### config.mk
export PLATFORM = sky130hd
export DESIGN_NAME = card_shoe_rng
export DESIGN_NICKNAME = d
export VERILOG_FILES = /design/src/rtl/card_shoe_rng.sv
export SDC_FILE = /design/constraint.sdc
export NUM_CORES = 1
export LEC_CHECK = 0
export CORE_MARGIN = 2
export CORE_UTILIZATION = 50
export DETAILED_ROUTE_END_ITERATION = 10
export MAX_ROUTING_LAYER = met4
export PLACE_DENSITY = 0.71
export SETUP_SLACK_MARGIN = 0.4
export SYNTH_ARGS = -nofsm -noshare
export SYNTH_HDL_FRONTEND = slang
export SYNTH_SLANG_ARGS = --single-unit
export TNS_END_PERCENT = 20
### constraint.sdc
create_clock -name clk -period 8.95 [get_ports clk]
set_input_delay 2.685 -clock clk [delete_from_list [all_inputs] [get_ports clk]]
set_output_delay 2.685 -clock clk [all_outputs]
set_load 0.02 [all_outputs]
### src/rtl/card_shoe_rng.sv
// Card source for the blackjack table: LFSR-driven rank draws with rejection
// sampling, blackjack value mapping and optional multi-deck shoe depletion.
module card_shoe_rng #(
    parameter int unsigned       LFSR_W    = 16,
    parameter logic [LFSR_W-1:0] SEED      = LFSR_W'(16'hACE1),
    parameter int unsigned       NUM_DECKS = 1,
    parameter bit                SHOE_MODE = 1'b1,
    localparam int unsigned      CNT_W     = $clog2(52 * NUM_DECKS + 1)
) (
    input  logic              clk,
    input  logic              rst,
    input  logic [LFSR_W-1:0] seed_in,
    input  logic              seed_load,
    input  logic              shuffle,
    input  logic              draw_req,
    output logic              draw_ready,
    output logic              card_valid,
    output logic [3:0]        card_rank,
    output logic [3:0]        card_value,
    output logic              draw_err,
    output logic              shoe_empty,
    output logic [CNT_W-1:0]  cards_left
);

    localparam int unsigned       RCNT_W    = $clog2(4 * NUM_DECKS + 1);
    localparam logic [RCNT_W-1:0] RANK_FULL = RCNT_W'(4 * NUM_DECKS);
    localparam logic [CNT_W-1:0]  SHOE_FULL = CNT_W'(52 * NUM_DECKS);
    localparam logic [LFSR_W-1:0] SEED_EFF  = (SEED == '0) ? LFSR_W'(1) : SEED;

    typedef enum logic [1:0] {IDLE, DRAW, SHUF} state_t;

    state_t              state, state_nx;
    logic [LFSR_W-1:0]   lfsr, lfsr_step;
    logic                fb;
    logic [RCNT_W-1:0]   cnt    [16];
    logic [RCNT_W-1:0]   cnt_nx [16];
    logic [CNT_W-1:0]    left_nx;
    logic                valid_nx, err_nx;
    logic [3:0]          rank_nx, value_nx;
    logic [3:0]          cand;
    logic                cand_ok;

    // Full-shoe count per rank slot; slots 0, 14 and 15 stay empty so they never accept.
    function automatic logic [RCNT_W-1:0] full_cnt(input int unsigned idx);
        return (idx >= 1 && idx <= 13) ? RANK_FULL : '0;
    endfunction

    if (NUM_DECKS < 1 || NUM_DECKS > 8) begin : g_bad_decks
        $error("card_shoe_rng: NUM_DECKS must be 1..8");
    end

    // Feedback taps per supported width (maximal-length polynomials).
    if (LFSR_W == 8) begin : g_tap8
        assign fb = lfsr[7] ^ lfsr[5] ^ lfsr[4] ^ lfsr[3];
    end else if (LFSR_W == 16) begin : g_tap16
        assign fb = lfsr[15] ^ lfsr[14] ^ lfsr[12] ^ lfsr[3];
    end else if (LFSR_W == 32) begin : g_tap32
        assign fb = lfsr[31] ^ lfsr[21] ^ lfsr[1] ^ lfsr[0];
    end else begin : g_bad_w
        assign fb = 1'b0;
        $error("card_shoe_rng: LFSR_W must be 8, 16 or 32");
    end

    assign lfsr_step = {lfsr[LFSR_W-2:0], fb};

    always_ff @(posedge clk or posedge rst) begin
        if (rst) begin
            lfsr <= SEED_EFF;
        end else if (seed_load) begin
            lfsr <= (seed_in == '0) ? LFSR_W'(1) : seed_in;
        end else begin
            lfsr <= lfsr_step;
        end
    end

    assign cand       = lfsr[3:0];
    assign cand_ok    = (cand >= 4'd1) && (cand <= 4'd13) && (!SHOE_MODE || (cnt[cand] != '0));
    assign shoe_empty = SHOE_MODE ? (cards_left == '0) : 1'b0;

    always_comb begin
        state_nx = state;
        cnt_nx   = cnt;
        left_nx  = cards_left;
        valid_nx = 1'b0;
        err_nx   = 1'b0;
        rank_nx  = card_rank;
        value_nx = card_value;
        unique case (state)
            IDLE: begin
                if (shuffle) begin
                    state_nx = SHUF;
                end else if (draw_req) begin
                    if (SHOE_MODE && (cards_left == '0)) begin
                        valid_nx = 1'b1;
                        err_nx   = 1'b1;
                        rank_nx  = 4'd0;
                        value_nx = 4'd0;
                    end else begin
                        state_nx = DRAW;
                    end
                end
            end
            DRAW: begin
                // Out-of-range or depleted candidates are rejected; retry on the next LFSR step.
                if (cand_ok) begin
                    valid_nx = 1'b1;
                    rank_nx  = cand;
                    value_nx = (cand > 4'd10) ? 4'd10 : cand;
                    if (SHOE_MODE) begin
                        cnt_nx[cand] = cnt[cand] - RCNT_W'(1);
                        left_nx      = cards_left - CNT_W'(1);
                    end
                    state_nx = IDLE;
                end
            end
            SHUF: begin
                for (int i = 0; i < 16; i++) begin
                    cnt_nx[i] = full_cnt(i);
                end
                left_nx  = SHOE_FULL;
                state_nx = IDLE;
            end
            default: state_nx = IDLE;
        endcase
    end

    always_ff @(posedge clk or posedge rst) begin
        if (rst) begin
            state      <= IDLE;
            draw_ready <= 1'b1;
            card_valid <= 1'b0;
            draw_err   <= 1'b0;
            card_rank  <= 4'd0;
            card_value <= 4'd0;
            cards_left <= SHOE_FULL;
            for (int i = 0; i < 16; i++) begin
                cnt[i] <= full_cnt(i);
            end
        end else begin
            state      <= state_nx;
            draw_ready <= (state_nx == IDLE);
            card_valid <= valid_nx;
            draw_err   <= err_nx;
            card_rank  <= rank_nx;
            card_value <= value_nx;
            cards_left <= left_nx;
            cnt        <= cnt_nx;
        end
    end

endmodule

==> results of run 1 <==
-- per-stage QoR --
stage                     instance area, sq um  std cells
final                                     4660        478
after global routing                      4660        478
after CTS                                 4660        478
after detailed placement                  4470        462
after global placement                    4470        462
after floorplan                           4030        340
-- area by class of cell --
class / count / area share
well taps: 102 / 0.0274
clock inverters: 4 / 0.0107
flip-flops and latches: 83 / 0.452
multi-input cells: 223 / 0.381
clock buffers: 12 / 0.0311
inverters: 13 / 0.0107
repair buffers: 41 / 0.0864
-- worst max path at each step --
stage | startpoint | end | slack (ns) | depth (start not counted)
global placement | draw_req | card_value[0] | 4.57 | 4
detailed placement | draw_req | card_value[0] | 4.54 | 4
floorplan | rst | card_rank[0] | 4.17 | 1
finish | cards_left[0] | shoe_empty | 4.41 | 5
CTS | cards_left[0] | shoe_empty | 4.38 | 5
global route | cards_left[0] | shoe_empty | 4.30 | 5
-- per-layer routing --
layer / wire [microns] / GRT usage / up-vias / part of all wire
met1: 3660 / 0.297 / 1353 / 0.46
met5: 0 / - / - / 0
li1: - / - / 1290 / -
met4: 71 / 0.0700 / 0 / 0.0089
met2: 3920 / 0.319 / 60 / 0.49
met3: 339 / 0.0353 / 6 / 0.042
-- cell families (layout without fill, tap and decap cells) --
group	after synthesis	count (layout)	share of synthesized area
multiplexers	52	52	0.173
adder cells (fa/ha/maj)	4	4	0.0124
buffers and inverters	34	70	0.0357
AO/OA/AOI/OAI	44	44	0.0786
XOR/XNOR	8	8	0.0174
AND/OR/NAND/NOR	115	115	0.160
flip-flops	83	83	0.523
-- power breakdown --
| part | internal, mW | switching, mW | total (mW) |
|---|---|---|---|
| Sequential | 0.429 | 0.0535 | 0.483 |
| Clock | 0.136 | 0.129 | 0.265 |
| Combinational | 0.120 | 0.142 | 0.263 |
| Total | 0.686 | 0.325 | 1.01 |
-- flip-flops by register name (all words and copies together) (netlist names) --
signal,cells
draw_err,1
card_value,4
cnt,48
draw_ready,1
card_rank,4
lfsr,16
card_valid,1
cards_left,6
state,2
-- synthesized netlist by cell type (2+ instances only) --
library cell / count / area, sq um
buf_4: 2 / 15.0
nand4b_1: 2 / 17.5
a221oi_1: 2 / 17.5
nor2_1: 25 / 93.8
dfrtp_1: 58 / 1450
ha_1: 4 / 50.1
dfstp_2: 25 / 657
clkbuf_1: 12 / 45.0
xor2_1: 5 / 43.8
and2_1: 10 / 62.6
a31oi_1: 3 / 18.8
nor3_1: 3 / 15.0
o21ai_0: 13 / 65.1
nand2_1: 25 / 93.8
mux2i_1: 22 / 220
nor2b_1: 6 / 37.5
nor3b_2: 2 / 25.0
nand3_1: 17 / 85.1
inv_1: 12 / 45.0
o211ai_1: 10 / 75.1
a211oi_1: 5 / 37.5
mux4_2: 12 / 270
xnor2_1: 3 / 26.3
nand2b_1: 2 / 12.5
a21oi_1: 3 / 15.0
nand4_1: 3 / 18.8
a22o_1: 2 / 17.5
mux2_2: 17 / 191
buf_2: 7 / 35.0
and3_1: 4 / 25.0
nor4_1: 5 / 31.3
-- worst reg2reg max path: cells and delay by family, from the launching register on --
kind / cells / cell delay, ns
simple gates: 4 / 1.33
flops: 1 / 0.92
mux: 2 / 0.89
fa+ha+maj: 2 / 0.46
compound gates: 1 / 0.09
==> results.sh, run 1 <==
export IMPL_fill_cells=648
export IMPL_crit_path_max_incr_delay_ns=0.59
export IMPL_first_pass_iters=4
export IMPL_drc=0
export IMPL_synth_edf_count=0
export IMPL_cts_path_max_buffers=2
export IMPL_powerDensity_nw_per_um2=217
export IMPL_avgSynthCellArea_sq_um=11.9
export IMPL_finalHoldViolations=0
export IMPL_drv_cap=0
export IMPL_crit_path_start_kind="flop"
export IMPL_peakVddDrop_mv=0.108
export IMPL_cts_reportedPaths_clkPinSlew_ns=0.08
export IMPL_die_area_sq_um=8790
export IMPL_cts_root_buf="clkbuf_8"
export IMPL_drt_iter0_markers=216
export IMPL_relSlewSlack=0.237
export IMPL_vias_per_cell=5.67
export IMPL_htree_levels=3
export IMPL_worstReg2RegEnd="cnt[43]"
export IMPL_r2r_cells=9
export IMPL_core_area_sq_um=7770
export IMPL_cts_tree="done"
export IMPL_tns_ns=0
export IMPL_cts_buffers=9
export IMPL_grt_total_usage=0.212
export IMPL_post_route_util=0.600
export IMPL_setup_violations=0
export IMPL_overflow=0
export IMPL_register_area_sq_um=2110
export IMPL_rrSetupSlack_ns=5.14
export IMPL_timing_hold_ws_ns=0.480
export IMPL_finalWeightedCongestion=0.804
export IMPL_slowest_stage="clkdlybuf4s50_1"
export IMPL_finalWorstSetupSlack_ns=4.41
export IMPL_ys_types=50
export IMPL_final_cell_mix="dfrtp_1 (58), clkdlybuf4s50_1 (38), nand2_1 (25), nor2_1 (25), dfstp_2 (25)"
export IMPL_end_kind="output port"
export IMPL_die_x_microns=93.8
export IMPL_grt_max_degree=84
export IMPL_areaGrowthSynthToFinish_pct=15.7
export IMPL_min_to="lfsr[5]"
export IMPL_grt_pass1_wl_microns=14100
export IMPL_finalCritPeriodShare=0.507
export IMPL_layout_drive_gt1_share=0.221
export IMPL_crit_family="buffers and inverters"
export IMPL_place_ws_ns=4.54
export IMPL_clock_latency_ns=0.34
export IMPL_worstPathMaxFanout=6
export IMPL_p_total_mw=1.01
export IMPL_path_cells="inv_1 -> ha_1 -> nand3b_4 -> inv_1 -> clkdlybuf4s50_1"
export IMPL_synth_seq_area_share=0.523
export IMPL_hpwl_microns=5380
export IMPL_ys_async_sr_fraction=1.00
export IMPL_diodes=0
export IMPL_via_count=2709
export IMPL_start_util=0.519
export IMPL_rsz0062_at_grt="false"
export IMPL_worst_path_most_repeated_cell="inv_1"
export IMPL_syn_nets=365
export IMPL_status="finished clean"
export IMPL_synth_cells=340
export IMPL_die_h_microns=93.8
export IMPL_multi_input_area_sq_um=1780
export IMPL_min_from="lfsr[4]"
export IMPL_synth_seq_cells=83
export IMPL_grt_pass1_vias=2793
export IMPL_cts_hold_buf=0
export IMPL_antenna_found_initial=0
export IMPL_postCtsSetupRepairBufs=0
export IMPL_p_leak_nw=2.04
export IMPL_cts_resized_gates=0
export IMPL_cp_num_buf_inv=3
export IMPL_ios=39
export IMPL_layout_commonest_cell="dfrtp_1"
export IMPL_timing_final_crit_period_ns=4.54
export IMPL_hp_class="flop to flop"
export IMPL_arrival_ns=1.85
export IMPL_ys_warn_count=0
export IMPL_finalWirelength_microns=7990
export IMPL_ys_flop_type="dfrtp_1"
export IMPL_crit_required_ns=6.27
export IMPL_r2r_start="lfsr[0]"
export IMPL_cts_sinks=83
export IMPL_min_path_cells=1
export IMPL_fin_worst_skew_ns=0.00862
export IMPL_routedWlPerCell_microns=16.7
export IMPL_slew_violations=0
export IMPL_final_nets=396
export IMPL_synth_area_sq_um=4030
export IMPL_worst_pin_slew_ns=1.14
export IMPL_detail_route_antenna_nets=0
export IMPL_num_rows=32
export IMPL_setup_worst_path_class="flop to output port"
export IMPL_fmax_mhz=220
export IMPL_port_buffer_count=38
Power figures use the tool's default switching activity.
==> run 2: changes to the inputs <==
--- a/config.mk
+++ b/config.mk
@@ -9,7 +9,7 @@
 export CORE_UTILIZATION = 50
 export DETAILED_ROUTE_END_ITERATION = 10
 export MAX_ROUTING_LAYER = met4
-export PLACE_DENSITY = 0.71
+export PLACE_DENSITY = 0.74
 export SETUP_SLACK_MARGIN = 0.4
 export SYNTH_ARGS = -nofsm -noshare
 export SYNTH_HDL_FRONTEND = slang
==> constraint.sdc (replaced) <==
create_clock -name clk -period 3.98 [get_ports clk]
set_input_delay 1.194 -clock clk [delete_from_list [all_inputs] [get_ports clk]]
set_output_delay 1.194 -clock clk [all_outputs]
set_load 0.02 [all_outputs]
==> results.sh, run 2 (synthesis results as in run 1) <==
export IMPL_grtUsageMet3=0.0385
export IMPL_num_rows=32
export IMPL_diodes=0
export IMPL_die_area_sq_um=8790
export IMPL_final_cell_mix="dfrtp_1 (58), clkdlybuf4s50_1 (38), nand2_1 (25), nor2_1 (25), dfstp_2 (25)"
export IMPL_cts_sinks=83
export IMPL_crit_required_ns=4.26
export IMPL_p_leak_nw=2.05
export IMPL_drt_iter0_markers=129
export IMPL_htree_levels=3
export IMPL_slowest_stage="dfstp_2"
export IMPL_detail_route_antenna_nets=0
export IMPL_overflow=0
export IMPL_layout_drive_gt1_share=0.224
export IMPL_hp_class="flop to flop"
export IMPL_finalCritPeriodShare=0.834
export IMPL_crit_path_start_kind="flop"
export IMPL_timing_hold_ws_ns=0.481
export IMPL_layout_commonest_cell="dfrtp_1"
export IMPL_ios=39
export IMPL_worst_pin_slew_ns=1.12
export IMPL_grt_pass1_vias=2927
export IMPL_postCtsSetupRepairBufs=0
export IMPL_finalWirelength_microns=8420
export IMPL_r2r_start="lfsr[0]"
export IMPL_cts_reportedPaths_clkPinSlew_ns=0.08
export IMPL_rrSetupSlack_ns=0.66
export IMPL_finalWorstSetupSlack_ns=0.662
export IMPL_timing_final_crit_period_ns=3.32
export IMPL_seqPwrFrac=0.490
export IMPL_worstReg2RegEnd="cards_left[4]"
export IMPL_die_h_microns=93.8
export IMPL_cts_path_max_buffers=2
export IMPL_antenna_found_initial=0
export IMPL_drv_cap=0
export IMPL_peakVddDrop_mv=0.183
export IMPL_fin_worst_skew_ns=0.0112
export IMPL_crit_path_max_incr_delay_ns=0.81
export IMPL_cts_root_buf="clkbuf_8"
export IMPL_die_x_microns=93.8
export IMPL_vias_per_cell=5.72
export IMPL_cts_hold_buf=0
export IMPL_top_register="cnt"
export IMPL_largest_reg_flops=48
export IMPL_final_nets=399
export IMPL_clockPowerShare=0.238
export IMPL_drc=0
export IMPL_multi_input_area_sq_um=1780
export IMPL_rsz0062_at_grt="false"
export IMPL_core_area_sq_um=7770
export IMPL_grt_pass1_wl_microns=14500
export IMPL_fill_cells=650
export IMPL_place_ws_ns=0.670
export IMPL_hpwl_microns=5910
export IMPL_cts_buffers=9
export IMPL_crit_start="lfsr[0]"
export IMPL_grt_max_degree=43
export IMPL_areaGrowthSynthToFinish_pct=15.8
export IMPL_p_sw_mw=0.733
export IMPL_p_sw_frac=0.331
export IMPL_worstPathMaxFanout=17
export IMPL_crit_path_end="cards_left[4]"
export IMPL_internal_power_mw=1.48
export IMPL_slew_violations=0
export IMPL_fmax_mhz=301
export IMPL_comb_power_share=0.273
export IMPL_setup_violations=0
export IMPL_grt_total_usage=0.220
export IMPL_path_cells="mux4_2 -> nand2_1 -> o21ai_0 -> ha_1 -> ha_1 -> a31oi_1 -> nand2_1 -> or4_2 -> o311a_1"
export IMPL_end_kind="flop"
export IMPL_cts_tree="done"
export IMPL_arrival_ns=3.60
export IMPL_met1_usage=0.284
export IMPL_start_util=0.519
export IMPL_via_count=2752
export IMPL_min_from="lfsr[4]"
export IMPL_status="finished clean"
export IMPL_busiest_layer="met2"
export IMPL_first_pass_iters=4
export IMPL_cts_resized_gates=0
export IMPL_biggestRegsByFlops="cnt (48), lfsr (16), cards_left (6)"
export IMPL_powerDensity_nw_per_um2=475
export IMPL_finalWeightedCongestion=0.906
export IMPL_tns_ns=0
export IMPL_finalHoldViolations=0
export IMPL_port_buffer_count=38
export IMPL_grt_util_met2=0.346
export IMPL_register_area_sq_um=2110
export IMPL_clock_latency_ns=0.35
export IMPL_relSlewSlack=0.256
export IMPL_r2r_cells=9
export IMPL_setup_worst_path_class="flop to flop"
export IMPL_routedWlPerCell_microns=17.5
==> run 2: cell types whose count changed in the layout (fill, tap and decap cells not counted), sizes merged <==
cell	before	now
buf	3	6
clkinv	3	5
bufinv	1	0
clkinvlp	2	0
clkbuf	12	13
==> run 2: power by group through the flow <==
stage | clock, mW | sequential (mW) | combinational [mW]
final | 0.527 | 1.09 | 0.605
after global routing | 0.580 | 1.10 | 0.660
after detailed placement | 0 | 1.10 | 0.610
after CTS | 0.542 | 1.09 | 0.611
after global placement | 0 | 1.09 | 0.597
after floorplan | 0 | 1.11 | 0.357
==> run 2: layer usage <==
metal,wire [microns],part of all wire
met3,265,0.031
met5,0,0
met2,4210,0.50
met1,3770,0.45
met4,167,0.020
==> run 2: through the flow <==
| stage | utilization | power, mW | cell area (sq um) | cells |
|---|---|---|---|---|
| 2_1_floorplan | - | 1.47 | 4030 | 340 |
| 3_3_place_gp | 0.580 | 1.69 | 4500 | 465 |
| 3_5_place_dp | 0.580 | 1.71 | 4500 | 465 |
| 4_1_cts | 0.601 | 2.24 | 4670 | 481 |
| 5_1_grt | 0.601 | 2.34 | 4670 | 481 |
| 6_report | 0.601 | 2.22 | 4670 | 481 |
==> run 2: cell type report <==
class / count / share of cell area
well taps: 102 / 0.0274
inverters: 13 / 0.0107
flip-flops and latches: 83 / 0.452
clock buffers: 13 / 0.0319
multi-input cells: 223 / 0.381
clock inverters: 3 / 0.00322
repair buffers: 44 / 0.0939
==> run 2: worst min path at each step <==
stage,endpoint,depth (start not counted)
2_1_floorplan,cnt[4],1
3_3_place_gp,lfsr[9],1
3_5_place_dp,lfsr[5],1
4_1_cts,lfsr[5],1
5_1_grt,lfsr[9],1
6_report,lfsr[5],1
==> run 2: critical path, delay by kind of cell (launching register included) <==
family	cells	cell delay (ns)
AND/OR/NAND/NOR	3	0.86
flip-flops	1	0.81
adder cells (fa/ha/maj)	2	0.45
AO/OA/AOI/OAI	3	0.55
multiplexers	1	0.57
==> run 3: changes to the inputs <==
--- a/config.mk
+++ b/config.mk
@@ -9,7 +9,7 @@
 export CORE_UTILIZATION = 50
 export DETAILED_ROUTE_END_ITERATION = 10
 export MAX_ROUTING_LAYER = met4
-export PLACE_DENSITY = 0.74
+export PLACE_DENSITY = 0.71
 export SETUP_SLACK_MARGIN = 0.4
 export SYNTH_ARGS = -nofsm -noshare
 export SYNTH_HDL_FRONTEND = slang
==> constraint.sdc (replaced) <==
create_clock -name clk -period 3.2 [get_ports clk]
set_input_delay 0.96 -clock clk [delete_from_list [all_inputs] [get_ports clk]]
set_output_delay 0.96 -clock clk [all_outputs]
set_load 0.02 [all_outputs]
==> results.sh, run 3 (synthesis results as in run 1) <==
export IMPL_crit_path_start_kind="flop"
export IMPL_layout_drive_gt1_share=0.323
export IMPL_r2r_cells=11
export IMPL_powerDensity_nw_per_um2=600
export IMPL_biggestRegsByFlops="cnt (48), lfsr (16), cards_left (6)"
export IMPL_worstReg2RegEnd="cnt[14]"
export IMPL_crit_start="lfsr[0]"
export IMPL_layout_cells_non_filler=502
export IMPL_ios=39
export IMPL_crit_required_ns=3.49
export IMPL_p_sw_mw=1.01
export IMPL_die_h_microns=93.8
export IMPL_first_pass_iters=5
export IMPL_end_kind="flop"
export IMPL_slew_violations=0
export IMPL_cts_root_buf="clkbuf_8"
export IMPL_worst_pin_slew_ns=1.18
export IMPL_tns_ns=0
export IMPL_start_util=0.519
export IMPL_setup_worst_path_class="flop to flop"
export IMPL_slowest_stage="dfstp_2"
export IMPL_clockPowerShare=0.253
export IMPL_vias_per_cell=5.66
export IMPL_cts_tree="done"
export IMPL_diodes=0
export IMPL_grt_pass1_vias=2911
export IMPL_drc=0
export IMPL_cp_depth=11
export IMPL_layout_commonest_cell="dfrtp_1"
export IMPL_fin_worst_skew_ns=0.0101
export IMPL_p_total_mw=3.02
export IMPL_cts_sinks=83
export IMPL_cts_reportedPaths_clkPinSlew_ns=0.08
export IMPL_cts_buffers=9
export IMPL_port_buffer_count=38
export IMPL_final_cell_mix="dfrtp_1 (56), clkdlybuf4s50_1 (37), nor2_1 (25), dfstp_2 (25), nand2_1 (24)"
export IMPL_min_path_cells=1
export IMPL_cts_path_max_buffers=2
export IMPL_min_from="lfsr[4]"
export IMPL_grt_max_degree=84
export IMPL_crit_path_max_incr_delay_ns=0.60
export IMPL_r2r_start="lfsr[0]"
export IMPL_hpwl_microns=5970
export IMPL_comb_power_share=0.304
export IMPL_via_count=2843
export IMPL_worstPathMaxFanout=5
export IMPL_setup_violations=0
export IMPL_grt_pass1_wl_microns=15100
export IMPL_overflow=0
export IMPL_dp_cells=471
export IMPL_crit_family="simple AND/OR/NAND/NOR gates"
export IMPL_finalWirelength_microns=9180
export IMPL_final_nets=420
export IMPL_rsz0062_at_grt="true"
export IMPL_internal_power_mw=2.02
export IMPL_antenna_found_initial=0
export IMPL_drt_iter0_markers=137
export IMPL_arrival_ns=3.26
export IMPL_status="finished clean"
export IMPL_fill_cells=619
export IMPL_path_cells="buf_6 -> mux4_2 -> nand2_2 -> o21ai_2 -> ha_2 -> ha_4 -> or3b_4 -> nor3b_4 -> buf_4 -> nor3_2 -> a21oi_1"
export IMPL_p_leak_nw=2.19
export IMPL_die_area_sq_um=8790
export IMPL_p_sw_frac=0.333
export IMPL_largest_reg_flops=48
export IMPL_finalHoldViolations=0
export IMPL_finalCritPeriodShare=0.927
export IMPL_fmax_mhz=337
export IMPL_areaGrowthSynthToFinish_pct=25.1
export IMPL_relSlewSlack=0.214
export IMPL_peakVddDrop_mv=0.255
export IMPL_top_register="cnt"
export IMPL_crit_path_end="cnt[14]"
export IMPL_core_area_sq_um=7770
export IMPL_timing_final_crit_period_ns=2.97
export IMPL_die_x_microns=93.8
export IMPL_finalWeightedCongestion=0.896
export IMPL_detail_route_antenna_nets=0
export IMPL_cts_hold_buf=0
export IMPL_num_rows=32
export IMPL_clock_latency_ns=0.36
export IMPL_drv_cap=0
export IMPL_rrSetupSlack_ns=0.23
export IMPL_hp_class="flop to flop"
export IMPL_routedWlPerCell_microns=18.3
export IMPL_seqPwrFrac=0.443
export IMPL_htree_levels=3
export IMPL_cp_num_buf_inv=2
export IMPL_grt_total_usage=0.233
[run 3: power by group through the flow]
stage                     Combinational [mW]  Sequential (mW)  Clock (mW)
after global placement                 0.808             1.35           0
after CTS                              0.885             1.33       0.772
after detailed placement               0.825             1.35           0
after global routing                   0.992             1.36       0.825
final                                  0.920             1.34       0.765
after floorplan                        0.476             1.38           0
[run 3: metrics by stage]
step / worst slack (ns) / hold WS [ns] / utilization / area, sq um
after floorplan: 0.254 / 0.448 / - / 4090
after CTS: 0.322 / 0.491 / 0.634 / 4920
after global placement: 0.179 / 0.464 / 0.590 / 4590
final: 0.235 / 0.487 / 0.649 / 5040
after detailed placement: 0.0398 / 0.466 / 0.590 / 4590
after global routing: 0.123 / 0.509 / 0.649 / 5040
[run 3: worst min-delay path by stage]
stage	end
global route	lfsr[5]
CTS	cnt[4]
finish	lfsr[5]
detailed placement	cnt[5]
floorplan	cnt[4]
global placement	lfsr[5]
[run 3: per-layer routing]
metal,vias to the layer above,GRT usage,wire length [microns]
met3,11,0.0329,360
met1,1432,0.325,4220
li1,1336,-,-
met5,-,-,0
met2,64,0.347,4480
met4,0,0.0954,110
[run 3: cell type report]
type	count	area, sq um	share of cell area
Timing Repair Buffer	65	626	0.124
Tap cell	102	128	0.0253
Clock buffer	12	145	0.0288
Sequential cell	83	2110	0.419
Clock inverter	4	50.0	0.00993
Multi-Input combinational cell	223	1930	0.383
Inverter	13	52.6	0.0104
[run 3: timing repair]
action / CTS / global route
endpoints found under the setup margin: 54 / 50
cloned: 0 / 1
pin swaps: 2 / 7
gates resized for setup: 19 / 15
endpoints found under the hold margin: 0 / 0
setup buffers: 7 / 7
